[src/rtl/lcd_bus_reader_if.sv]
// Request/response handshake between an LCD client and the lcd_bus_reader engine.
// The client drives the master side; the reader implements the slave side.
interface lcd_bus_reader_if;
    logic       req_valid;
    logic       req_ready;
    logic       req_rs;
    logic       req_poll;
    logic       rsp_valid;
    logic [7:0] rsp_data;
    logic       rsp_busy;
    logic [6:0] rsp_addr;
    logic       rsp_timeout;
    logic       rsp_err;

    modport master (
        output req_valid, req_rs, req_poll,
        input  req_ready, rsp_valid, rsp_data, rsp_busy, rsp_addr, rsp_timeout, rsp_err
    );

    modport slave (
        input  req_valid, req_rs, req_poll,
        output req_ready, rsp_valid, rsp_data, rsp_busy, rsp_addr, rsp_timeout, rsp_err
    );
endinterface

[src/rtl/lcd_bus_reader.sv]
// HD44780 8-bit bus read engine: timed status/data reads with optional busy-flag polling.
// Shares the LCD bus with a writer through bus_req/bus_gnt.
module lcd_bus_reader #(
    parameter int unsigned T_AS     = 2,
    parameter int unsigned T_EH     = 25,
    parameter int unsigned T_HOLD   = 2,
    parameter int unsigned T_CYC    = 50,
    parameter logic [15:0] POLL_MAX = 16'd1000
) (
    input  logic             CLOCK_50,
    input  logic             KEY0,
    lcd_bus_reader_if.slave  rd,
    output logic             bus_req,
    input  logic             bus_gnt,
    output logic             LCD_RS,
    output logic             LCD_RW,
    output logic             LCD_EN,
    input  logic [7:0]       LCD_DATA_IN
);

    localparam int unsigned T_USED = T_AS + T_EH + T_HOLD;
    localparam int unsigned T_REC  = (T_CYC > T_USED) ? (T_CYC - T_USED) : 0;

    generate
        if (T_AS == 0 || T_EH == 0 || T_HOLD == 0 ||
            T_AS > 256 || T_EH > 256 || T_HOLD > 256 || T_REC > 256) begin : g_bad_phase
            $error("lcd_bus_reader: phase widths must be 1..256 cycles");
        end
    endgenerate

    typedef enum logic [2:0] {
        S_IDLE,
        S_ARB,
        S_SETUP,
        S_EN_HI,
        S_HOLD,
        S_RECOVER,
        S_DONE
    } state_e;

    state_e      state_q;
    logic [7:0]  phase_q;
    logic [15:0] poll_cnt_q;
    logic        rs_q;
    logic        poll_q;
    logic        bus_req_q;
    logic        lcd_rs_q;
    logic        lcd_rw_q;
    logic        lcd_en_q;
    logic        rsp_valid_q;
    logic [7:0]  rsp_data_q;
    logic        rsp_busy_q;
    logic [6:0]  rsp_addr_q;
    logic        rsp_timeout_q;
    logic        rsp_err_q;
    logic        more_poll_d;
    logic        on_bus;

    // 17-bit compare so poll_cnt_q + 1 cannot wrap against POLL_MAX
    always_comb begin
        more_poll_d = poll_q && rsp_busy_q &&
                      (({1'b0, poll_cnt_q} + 17'd1) < {1'b0, POLL_MAX});
    end

    assign on_bus = (state_q == S_SETUP) || (state_q == S_EN_HI) ||
                    (state_q == S_HOLD)  || (state_q == S_RECOVER);

    always_ff @(posedge CLOCK_50) begin
        if (!KEY0) begin
            state_q       <= S_IDLE;
            phase_q       <= '0;
            poll_cnt_q    <= '0;
            rs_q          <= 1'b0;
            poll_q        <= 1'b0;
            bus_req_q     <= 1'b0;
            lcd_rs_q      <= 1'b0;
            lcd_rw_q      <= 1'b0;
            lcd_en_q      <= 1'b0;
            rsp_valid_q   <= 1'b0;
            rsp_data_q    <= '0;
            rsp_busy_q    <= 1'b0;
            rsp_addr_q    <= '0;
            rsp_timeout_q <= 1'b0;
            rsp_err_q     <= 1'b0;
        end else begin
            case (state_q)
                S_IDLE: begin
                    if (rd.req_valid) begin
                        rs_q          <= rd.req_rs;
                        poll_q        <= rd.req_poll & ~rd.req_rs;
                        poll_cnt_q    <= '0;
                        rsp_err_q     <= 1'b0;
                        rsp_timeout_q <= 1'b0;
                        bus_req_q     <= 1'b1;
                        state_q       <= S_ARB;
                    end
                end
                S_ARB: begin
                    if (bus_gnt) begin
                        lcd_rw_q <= 1'b1;
                        lcd_rs_q <= rs_q;
                        phase_q  <= 8'(T_AS - 1);
                        state_q  <= S_SETUP;
                    end
                end
                S_SETUP: begin
                    if (phase_q == '0) begin
                        lcd_en_q <= 1'b1;
                        phase_q  <= 8'(T_EH - 1);
                        state_q  <= S_EN_HI;
                    end else begin
                        phase_q <= phase_q - 8'd1;
                    end
                end
                S_EN_HI: begin
                    if (phase_q == '0) begin
                        rsp_data_q <= LCD_DATA_IN;
                        if (!rs_q) begin
                            rsp_busy_q <= LCD_DATA_IN[7];
                            rsp_addr_q <= LCD_DATA_IN[6:0];
                        end
                        lcd_en_q <= 1'b0;
                        phase_q  <= 8'(T_HOLD - 1);
                        state_q  <= S_HOLD;
                    end else begin
                        phase_q <= phase_q - 8'd1;
                    end
                end
                // HOLD and RECOVER share the end-of-read decision so RECOVER can be skipped
                S_HOLD, S_RECOVER: begin
                    if (phase_q != '0) begin
                        phase_q <= phase_q - 8'd1;
                    end else if (state_q == S_HOLD && T_REC > 0) begin
                        phase_q <= 8'(T_REC - 1);
                        state_q <= S_RECOVER;
                    end else if (more_poll_d) begin
                        poll_cnt_q <= poll_cnt_q + 16'd1;
                        phase_q    <= 8'(T_AS - 1);
                        state_q    <= S_SETUP;
                    end else begin
                        rsp_timeout_q <= poll_q && rsp_busy_q;
                        rsp_valid_q   <= 1'b1;
                        bus_req_q     <= 1'b0;
                        lcd_rw_q      <= 1'b0;
                        lcd_rs_q      <= 1'b0;
                        state_q       <= S_DONE;
                    end
                end
                S_DONE: begin
                    rsp_valid_q <= 1'b0;
                    state_q     <= S_IDLE;
                end
                default: begin
                    state_q <= S_IDLE;
                end
            endcase

            // Grant loss is only recorded; timing of the read is left untouched
            if (on_bus && !bus_gnt) begin
                rsp_err_q <= 1'b1;
            end
        end
    end

    assign rd.req_ready   = (state_q == S_IDLE) && KEY0;
    assign rd.rsp_valid   = rsp_valid_q;
    assign rd.rsp_data    = rsp_data_q;
    assign rd.rsp_busy    = rsp_busy_q;
    assign rd.rsp_addr    = rsp_addr_q;
    assign rd.rsp_timeout = rsp_timeout_q;
    assign rd.rsp_err     = rsp_err_q;
    assign bus_req        = bus_req_q;
    assign LCD_RS         = lcd_rs_q;
    assign LCD_RW         = lcd_rw_q;
    assign LCD_EN         = lcd_en_q;

endmodule

[src/flat_wrapper.sv]
// flat-port wrapper written by rule: the top's interface ports become plain ports
module lcd_bus_reader_flat 
#(
    parameter int unsigned T_AS     = 2,
    parameter int unsigned T_EH     = 25,
    parameter int unsigned T_HOLD   = 2,
    parameter int unsigned T_CYC    = 50,
    parameter logic [15:0] POLL_MAX = 16'd1000
)
  (CLOCK_50, KEY0, bus_req, bus_gnt, LCD_RS, LCD_RW, LCD_EN, LCD_DATA_IN, rd_req_valid, rd_req_rs, rd_req_poll, rd_req_ready, rd_rsp_valid, rd_rsp_data, rd_rsp_busy, rd_rsp_addr, rd_rsp_timeout, rd_rsp_err);
  lcd_bus_reader_if rd_i ();
  input  logic CLOCK_50;
  input  logic KEY0;
  output logic bus_req;
  input  logic bus_gnt;
  output logic LCD_RS;
  output logic LCD_RW;
  output logic LCD_EN;
  input  logic [7:0] LCD_DATA_IN;
  input wire logic [$bits(rd_i.req_valid)-1:0] rd_req_valid;
  input wire logic [$bits(rd_i.req_rs)-1:0] rd_req_rs;
  input wire logic [$bits(rd_i.req_poll)-1:0] rd_req_poll;
  output wire logic [$bits(rd_i.req_ready)-1:0] rd_req_ready;
  output wire logic [$bits(rd_i.rsp_valid)-1:0] rd_rsp_valid;
  output wire logic [$bits(rd_i.rsp_data)-1:0] rd_rsp_data;
  output wire logic [$bits(rd_i.rsp_busy)-1:0] rd_rsp_busy;
  output wire logic [$bits(rd_i.rsp_addr)-1:0] rd_rsp_addr;
  output wire logic [$bits(rd_i.rsp_timeout)-1:0] rd_rsp_timeout;
  output wire logic [$bits(rd_i.rsp_err)-1:0] rd_rsp_err;
  assign rd_i.req_valid = rd_req_valid;
  assign rd_i.req_rs = rd_req_rs;
  assign rd_i.req_poll = rd_req_poll;
  assign rd_req_ready = rd_i.req_ready;
  assign rd_rsp_valid = rd_i.rsp_valid;
  assign rd_rsp_data = rd_i.rsp_data;
  assign rd_rsp_busy = rd_i.rsp_busy;
  assign rd_rsp_addr = rd_i.rsp_addr;
  assign rd_rsp_timeout = rd_i.rsp_timeout;
  assign rd_rsp_err = rd_i.rsp_err;
  lcd_bus_reader #(.T_AS(T_AS), .T_EH(T_EH), .T_HOLD(T_HOLD), .T_CYC(T_CYC), .POLL_MAX(POLL_MAX)) u_core (.CLOCK_50(CLOCK_50), .KEY0(KEY0), .rd(rd_i), .bus_req(bus_req), .bus_gnt(bus_gnt), .LCD_RS(LCD_RS), .LCD_RW(LCD_RW), .LCD_EN(LCD_EN), .LCD_DATA_IN(LCD_DATA_IN));
endmodule
[config.mk]
export PLATFORM = sky130hd
export DESIGN_NAME = lcd_bus_reader_flat
export DESIGN_NICKNAME = d
export VERILOG_FILES = /design/src/rtl/lcd_bus_reader_if.sv /design/src/rtl/lcd_bus_reader.sv /design/src/flat_wrapper.sv
export SDC_FILE = /design/constraint.sdc
export NUM_CORES = 1
export LEC_CHECK = 0
export CAP_MARGIN = 20
export CORE_UTILIZATION = 40
export DETAILED_ROUTE_END_ITERATION = 8
export PLACE_DENSITY = 0.69
export SYNTH_ARGS = -nofsm -noshare
export SYNTH_HDL_FRONTEND = slang
export SYNTH_SLANG_ARGS = --single-unit
export TNS_END_PERCENT = 100
[constraint.sdc]
create_clock -name CLOCK_50 -period 3.9 [get_ports CLOCK_50]
set_clock_uncertainty 0.05 [all_clocks]
set_input_delay 0.78 -clock CLOCK_50 [delete_from_list [all_inputs] [get_ports CLOCK_50]]
set_output_delay 0.78 -clock CLOCK_50 [all_outputs]
set_load 0.01 [all_outputs]
==> results of run 1 <==
worst max-delay path, cell delays in order, from the launching register on:
cell	delay (ps)
dfxtp_1	530
nand3_2	170
or4_1	670
xnor2_1	170
or4_1	470
a211oi_4	610
buf_4	260
nand3_1	100
a31oi_1	180
through the flow:
stage | instance area, sq um | util (%)
after floorplan | 2810 | -
after global placement | 3220 | 47.4
after detailed placement | 3220 | 47.4
after CTS | 3310 | 48.7
after global routing | 3310 | 48.7
final | 3310 | 48.7
state kept, by name (all words and copies together) (netlist names):
register	count
u_core.LCD_EN	1
u_core.LCD_RS	1
u_core.LCD_RW	1
u_core.bus_req	1
u_core.phase_q	8
u_core.poll_cnt_q	16
u_core.poll_q	1
u_core.rd.rsp_addr	7
u_core.rd.rsp_busy	1
u_core.rd.rsp_data	8
u_core.rd.rsp_err	1
u_core.rd.rsp_timeout	1
u_core.rd.rsp_valid	1
u_core.rs_q	1
u_core.state_q	3
routing by layer:
layer / up-vias / global-route usage [%] / share of wire (%)
met5: - / 0 / 0
met4: 0 / 4.24 / 0.74
met3: 4 / 2.98 / 2.4
met2: 34 / 34.3 / 49
met1: 1236 / 25.8 / 48
li1: 1329 / - / -
final cells by class:
class                      instances  area (sq um)  area share, %
tap                               96           120           3.63
multi-input combinational        267          1610           48.5
timing repair buffer              44           423           12.8
clock inverter                     2          16.3          0.491
sequential                        52          1040           31.4
inverter                           9          33.8           1.02
clock buffer                       6          72.6           2.19
worst paths after layout:
| path | from | end | cells past startpoint |
|---|---|---|---|
| max | u_core.poll_cnt_q[5]$_SDFFE_PN0P_ | u_core.poll_cnt_q[3]$_SDFFE_PN0P_ | 8 |
| min | u_core.rd.rsp_data[0]$_SDFFE_PN0P_ | u_core.rd.rsp_data[0]$_SDFFE_PN0P_ | 2 |
| max reg2reg | u_core.poll_cnt_q[5]$_SDFFE_PN0P_ | u_core.poll_cnt_q[3]$_SDFFE_PN0P_ | 8 |
| min reg2reg | u_core.rd.rsp_data[0]$_SDFFE_PN0P_ | u_core.rd.rsp_data[0]$_SDFFE_PN0P_ | 2 |
power by group through the flow:
stage | Clock (uW) | Sequential [uW] | Combinational, uW
6_report | 315 | 585 | 351
5_1_grt | 343 | 589 | 391
4_1_cts | 324 | 585 | 349
3_5_place_dp | 0 | 597 | 347
2_1_floorplan | 0 | 587 | 280
3_3_place_gp | 0 | 596 | 344
cells by family after synthesis:
kind of cell	synth area share, %
xor+xnor	1.87
fa+ha+maj	1.34
buf+inv	5.75
compound gates	23.3
simple gates	29.2
flops	37.1
mux	1.47
cells in the mapped netlist, drive strengths merged (2+ instances only):
master	number	share of area, %
nor4b	2	0.85
clkbuf	15	2.0
xnor2	5	1.6
nor3	14	3.0
mux2i	3	1.1
nand2b	6	1.3
nand2	54	7.2
clkinv	2	0.27
nor4	8	2.0
nor2	21	3.2
a31oi	10	2.2
o2bb2ai	2	0.62
and2	5	1.1
nor3b	2	0.53
nand3b	2	0.53
a311oi	2	0.62
a21oi	31	5.7
or3	2	0.45
a22oi	2	0.53
dfxtp	52	37
o21a	6	1.6
o32ai	3	0.94
inv	7	0.94
o21ai	22	4.1
a21o	7	1.9
or4	3	0.94
nor2b	2	0.45
a211o	2	0.62
nand3	17	3.2
and3	10	2.2
o311ai	2	0.62
buf	10	2.5
nand4	3	0.89
ha	3	1.3
==> flow_metrics.tcl, run 1 <==
set metrics [dict create \
    clock.fmax_ghz 0.304 \
    drv_cap 0 \
    finalMaxSlewViolations 0 \
    worst_slack_ps 608 \
    synth_area_sq_um 2810 \
    tns_ps 0 \
    syn_nets 370 \
    hp-class "flip-flop to flip-flop" \
    final_nets 396 \
    post_drt_wl_per_cell_um 14.4 \
    synth-seq-area-share_pct 37.1 \
    core_region_area_sq_um 6790 \
    pre_cts_ws_ps 651 \
    place_hpwl_um 4900 \
    final_common_cell "nand2_1" \
    seq_power_share_pct 46.8 \
    switchingPower_uw 418 \
    areaGrowthSynthToFinish_pct 18.0 \
    port_buffers 37 \
    drive_above_1_share_pct 8.42 \
    power_frac_clock_pct 25.2 \
    mostFrequentLayoutCells "nand2_1 (54), dfxtp_1 (52), clkdlybuf4s50_1 (37)" \
    cp.required_ps 4070 \
    post-place-cells 468 \
    cts_tree "yes" \
    swShare_pct 33.4 \
    crit_type "flip-flop to flip-flop" \
    power.leakage_uw 0.00107 \
    start_util_pct 41.3 \
    die-area_sq_um 7360 \
    first_iter_violations 158 \
    cp-end-kind "flip-flop" \
    cts_buffer_depth 2 \
    clock-sinks 52 \
    drt-pass1-iter-count 4 \
    power_uw 1250 \
    cts-root-buf "clkbuf_8" \
    num_rows 30 \
    grt_pass1_vias 2495 \
    drt_wl_total_um 6870 \
    power-per-cell-area_nw_per_um2 378 \
    ys.flop_type "dfxtp_1" \
    num_antenna_cells 0 \
    crit_path_start_kind "flip-flop" \
    antenna_found_initial 0 \
    power.internal_uw 832 \
    gpl.final_weighted_congestion 0.832 \
    globalRouteTotalUtil_pct 19.7 \
    worst_pin_slew_ps 768 \
    fill_cells 661 \
    viasPerCell 5.47 \
    yosysWarnings 0 \
    crit_arrival_ps 3460 \
    h-tree-depth 2 \
    crit_path_max_fanout 13 \
    cts_buffers 5 \
    postCtsResizedCells 0 \
    rsz0062_at_grt "false" \
    avgSynthCellArea_sq_um 7.95 \
    synthCells 353 \
    setup_violations 0 \
    ys_types 62 \
    status "completed" \
    cts.hold.buffers_added 0 \
    slew_headroom_pct 48.8 \
    rrSetupSlack_ps 610 \
    ys_async_sr_fraction_pct 0 \
    num_io_pins 38 \
    ys_ff_latch 52 \
    power_frac_comb_pct 28.0 \
    grt_overflow 0 \
    synth_edf_count 0 \
    fin_crit_sh_pct 84.4 \
    die_w_um 85.8 \
    clk_latency_ps 310 \
    stdcell_count 476 \
    grt_max_degree 23 \
    ant_nets 0 \
    irDropWorstVdd_uv 297 \
    grt_pass1_wl_um 11800 \
    post_cts_buffers 0 \
    die_y_um 85.8 \
    vias 2603 \
    hold_viol_final 0 \
    period_needed_ps 3290 \
    hold-worst-slack_ps 409 \
    drc 0 \
    cts.clk_slew.worst_paths_ps 100 \
]
No activity file was read; power rests on OpenSTA's default activity.
==> run 2: changes to the inputs <==
Clock period 3.9 ns to 3.2 ns, I/O delays scaled along.
==> run 2 against run 1 <==
Compared with the run above:
- sequential power is 22% higher
- clock power is 57% higher
- worst setup slack worse by 360 ps
- critical path depth stayed put
- total power is 32% higher
- via count is 1.6% higher
- wire length is 0.13% higher
- utilization is 0.88 points higher
- combinational power is 27% higher
- die area stayed put
- sequential cell count stayed put
- largest power group unchanged
- highest routed layer unchanged
==> flow_metrics.tcl, run 2 (synthesized netlist as in run 1, its figures left out) <==
set metrics [dict create \
    finalMaxSlewViolations 0 \
    clk_latency_ps 320 \
    setup_violations 0 \
    drc 0 \
    ant_nets 0 \
    port_buffers 37 \
    mostFrequentLayoutCells "nand2_1 (54), dfxtp_1 (52), clkdlybuf4s50_1 (37)" \
    postCtsResizedCells 0 \
    worst_slack_ps 245 \
    slew_headroom_pct 50.9 \
    cp.required_ps 3380 \
    irDropWorstVdd_uv 299 \
    vias 2644 \
    power_uw 1650 \
    crit_type "flip-flop to flip-flop" \
    num_io_pins 38 \
    final_nets 398 \
    crit_path_max_fanout 26 \
    place_hpwl_um 4710 \
    num_rows 30 \
    cts_buffers 5 \
    num_antenna_cells 0 \
    cts-root-buf "clkbuf_8" \
    status "completed" \
    antenna_found_initial 0 \
    die_y_um 85.8 \
    clock-sinks 52 \
    pre_cts_ws_ps 260 \
    core_region_area_sq_um 6790 \
    fin_crit_sh_pct 92.3 \
    grt_max_degree 27 \
    die-area_sq_um 7360 \
    drt-pass1-iter-count 4 \
    clock.fmax_ghz 0.338 \
    cts_buffer_depth 2 \
    largest_reg_flops 16 \
    cts.clk_slew.worst_paths_ps 100 \
    drive_above_1_share_pct 9.16 \
    power.leakage_uw 0.00110 \
    gpl.final_weighted_congestion 0.819 \
    drv_cap 0 \
    viasPerCell 5.53 \
    grt_pass1_wl_um 11400 \
    tns_ps 0 \
    worst_pin_slew_ps 736 \
    first_iter_violations 250 \
    start_util_pct 41.3 \
    hp-class "flip-flop to flip-flop" \
    max_flop_register "u_core.poll_cnt_q" \
    post_cts_buffers 0 \
    grt_overflow 0 \
    final_common_cell "nand2_1" \
    grt_pass1_vias 2422 \
    rsz0062_at_grt "false" \
    globalRouteTotalUtil_pct 19.5 \
    crit_path_start_kind "flip-flop" \
    hold_depth 2 \
    crit_arrival_ps 3130 \
    worstRegToRegCells 8 \
    period_needed_ps 2950 \
    areaGrowthSynthToFinish_pct 20.1 \
    hold_viol_final 0 \
    power-per-cell-area_nw_per_um2 491 \
    die_w_um 85.8 \
    cp-end-kind "flip-flop" \
    cts.hold.buffers_added 0 \
    post_drt_wl_per_cell_um 14.4 \
    cts_tree "yes" \
    drt_wl_total_um 6880 \
    h-tree-depth 2 \
]
==> run 2: cell types whose count changed in the layout (fill, tap and decap cells not counted), sizes merged <==
cell / before / now
buf: 7 / 9
clkinvlp: 1 / 0
bufinv: 0 / 1
==> run 2: metal layers <==
layer / wire length, um / vias up / global-route usage [%]
met5: 0 / - / 0
met4: 95 / 0 / 6.82
met3: 195 / 7 / 2.60
met2: 3260 / 38 / 32.9
met1: 3330 / 1267 / 25.7
li1: - / 1332 / -
==> run 2: power breakdown <==
part,switching (uW),leakage (uW),internal [uW],total [uW]
clock network,238,0.0000614,256,494
registers,36.7,0.000420,677,713
logic,252,0.000620,195,447
total,527,0.00110,1130,1650
==> run 2: worst paths after layout <==
path | startpoint | end | slack, ps
setup / recovery | u_core.poll_cnt_q[5]$_SDFFE_PN0P_ | u_core.phase_q[0]$_SDFFE_PN0P_ | 250
hold / removal | u_core.rd.rsp_timeout$_SDFFE_PN0P_ | u_core.rd.rsp_timeout$_SDFFE_PN0P_ | 410
setup reg to reg | u_core.poll_cnt_q[5]$_SDFFE_PN0P_ | u_core.phase_q[0]$_SDFFE_PN0P_ | 250
hold reg to reg | u_core.rd.rsp_timeout$_SDFFE_PN0P_ | u_core.rd.rsp_timeout$_SDFFE_PN0P_ | 410
==> run 2: critical path, stage by stage (launching register included) <==
cell	delay (ps)
dfxtp_1	530
nand3_2	180
or4_1	580
xnor2_1	140
or4_1	450
a211oi_4	310
buf_12	200
o31ai_1	100
a221oi_1	310
==> run 2: final cells by class <==
class | count | area, sq um
clock buffers | 6 | 82.6
clock inverters | 2 | 38.8
fillers | 646 | 3420
inverters | 9 | 33.8
multi-input cells | 267 | 1610
flip-flops and latches | 52 | 1040
well taps | 96 | 120
repair buffers | 46 | 450
==> run 2: metrics by stage <==
step | hold slack, ps | util, % | cell area [sq um] | instances
6_report | 411 | 49.6 | 3370 | 478
3_5_place_dp | 397 | 47.8 | 3250 | 470
4_1_cts | 411 | 49.6 | 3370 | 478
3_3_place_gp | 393 | 47.8 | 3250 | 470
5_1_grt | 431 | 49.6 | 3370 | 478
2_1_floorplan | 382 | - | 2810 | 353
==> run 3: changes to the inputs <==
Settings changed: CORE_MARGIN set to 10, CORE_UTILIZATION 40 to 42, PLACE_DENSITY 0.69 to 0.72, SETUP_SLACK_MARGIN set to 0.4.
==> run 3 against run 2 <==
Compared with the run above:
- fmax is 10% higher
- worst hold slack worse by 4.2 ps
- first-iteration DRC count is 3.6% higher
- die area is 41% higher
- non-clock buffer count is 2 higher
- sequential power hardly changed
- final cell count is 3.6% lower
- critical path type unchanged
- largest cell class unchanged
==> flow_metrics.tcl, run 3 (synthesized netlist as in run 1, its figures left out) <==
set metrics [dict create \
    max_stage_delay_ps 560 \
    cp.required_ps 3350 \
    tns_ps 0 \
    pre_cts_ws_ps 295 \
    hold_viol_final 0 \
    finalMaxSlewViolations 0 \
    h-tree-depth 2 \
    ant_nets 0 \
    drt_wl_total_um 7170 \
    cts_tree "yes" \
    clock.fmax_ghz 0.372 \
    worst_slack_ps 515 \
    rsz0062_at_grt "false" \
    drive_above_1_share_pct 12.8 \
    port_buffers 37 \
    cts-root-buf "clkbuf_8" \
    grt_overflow 0 \
    worstRegToRegCells 8 \
    place_hpwl_um 4860 \
    crit_cells 8 \
    hold-worst-slack_ps 407 \
    rrSetupSlack_ps 520 \
    power_uw 1550 \
    status "completed" \
    viasPerCell 5.75 \
    worst-path-buf-inv 2 \
    areaGrowthSynthToFinish_pct 21.2 \
    use_met3_pct 2.86 \
    drv_cap 0 \
    power-per-cell-area_nw_per_um2 456 \
    cts.hold.buffers_added 0 \
    cpLargestDelayFamily "simple AND/OR/NAND/NOR gates" \
    post-place-cells 450 \
    gpl.final_weighted_congestion 0.843 \
    final_nets 400 \
    crit_chain "inv_1 > or4_4 > xnor2_1 > or4_1 > a211oi_4 > buf_12 > nor2_1 > o311a_1" \
    fin_crit_sh_pct 83.9 \
    core_region_area_sq_um 6420 \
    cp-end-kind "flip-flop" \
    num_antenna_cells 0 \
    met1_usage_pct 16.9 \
    drt-pass1-iter-count 4 \
    cts_buffers 5 \
    cts_buffer_depth 2 \
    grt_max_degree 31 \
    irDropWorstVdd_uv 342 \
    setup_violations 0 \
    slowest_stage "or4_4" \
    largest_reg_flops 16 \
    seq_power_share_pct 45.8 \
    grt_pass1_vias 2413 \
    power.internal_uw 1050 \
    mostFrequentLayoutCells "nand2_1 (54), dfxtp_1 (43), clkdlybuf4s50_1 (37)" \
    antenna_found_initial 0 \
    max_flop_register "u_core.poll_cnt_q" \
    first_iter_violations 259 \
    power_frac_clock_pct 25.1 \
    grt.met2_usage_pct 22.3 \
    crit_arrival_ps 2830 \
    power.leakage_uw 0.00110 \
    crit_type "flip-flop to flip-flop" \
    die-area_sq_um 10400 \
    crit_path_max_fanout 13 \
    fill_cells 588 \
    clk_latency_ps 300 \
    vias 2653 \
    hold_depth 2 \
    num_rows 29 \
    power_frac_comb_pct 29.1 \
    num_io_pins 38 \
    final_common_cell "nand2_1" \
    die_w_um 102 \
    period_needed_ps 2680 \
    switchingPower_uw 504 \
    grt-busiest-layer "met2" \
    stdcell_count 461 \
    swShare_pct 32.5 \
    worst_pin_slew_ps 830 \
    start_util_pct 43.7 \
    die_y_um 102 \
    clock-sinks 52 \
    globalRouteTotalUtil_pct 13.2 \
    crit_path_start_kind "flip-flop" \
    cts.clk_slew.worst_paths_ps 100 \
    slew_headroom_pct 44.7 \
    grt_pass1_wl_um 11600 \
    drc 0 \
    hp-class "flip-flop to flip-flop" \
    post_drt_wl_per_cell_um 15.6 \
]
run 3: power by group through the flow:
stage / Combinational (uW) / Clock, uW / Sequential (uW)
CTS: 440 / 405 / 711
floorplan: 341 / 0 / 715
detailed placement: 438 / 0 / 726
global route: 499 / 425 / 715
global placement: 433 / 0 / 725
finish: 451 / 389 / 710
run 3: path summary, 6_finish.rpt:
check,from,end
worst max-delay path,u_core.poll_cnt_q[4]$_SDFFE_PN0P_,u_core.phase_q[7]$_SDFFE_PN0P_
worst min-delay path,u_core.rd.rsp_data[1]$_SDFFE_PN0P_,u_core.rd.rsp_data[1]$_SDFFE_PN0P_
worst max register to register,u_core.poll_cnt_q[4]$_SDFFE_PN0P_,u_core.phase_q[7]$_SDFFE_PN0P_
worst min register to register,u_core.rd.rsp_data[1]$_SDFFE_PN0P_,u_core.rd.rsp_data[1]$_SDFFE_PN0P_
run 3: through the flow:
stage | utilization (%) | area (sq um)
after floorplan | - | 2810
after global placement | 50.1 | 3220
after detailed placement | 50.1 | 3220
after CTS | 51.8 | 3330
after global routing | 53.0 | 3400
final | 53.0 | 3400
run 3: tightest hold or removal path, cell delays in order (launching register included):
cell and delay, ps:
dfxtp_1 320, nand2_1 50, a21oi_1 50
run 3: layer usage:
| metal | routed length [um] | vias up |
|---|---|---|
| met2 | 3600 | 45 |
| met4 | 23 | 0 |
| met3 | 358 | 2 |
| met1 | 3190 | 1261 |
| li1 | - | 1345 |
| met5 | 0 | - |
run 3: cell type report:
class                      count  area, sq um  share of cell area (%)
multi-input combinational    267         1640                    48.2
sequential                    52         1060                    31.1
timing repair buffer          48          483                    14.2
tap                           77         96.3                    2.83
clock buffer                   7         86.3                    2.54
inverter                       9         33.8                   0.993
clock inverter                 1         7.51                   0.221
run 3: what timing repair did:
action,4_1_cts,5_1_grt
pin swaps,1,2
resized for setup,6,11
gates cloned,0,1
setup endpoints to repair,12,25
hold endpoints to repair,0,0
buffers inserted,1,1
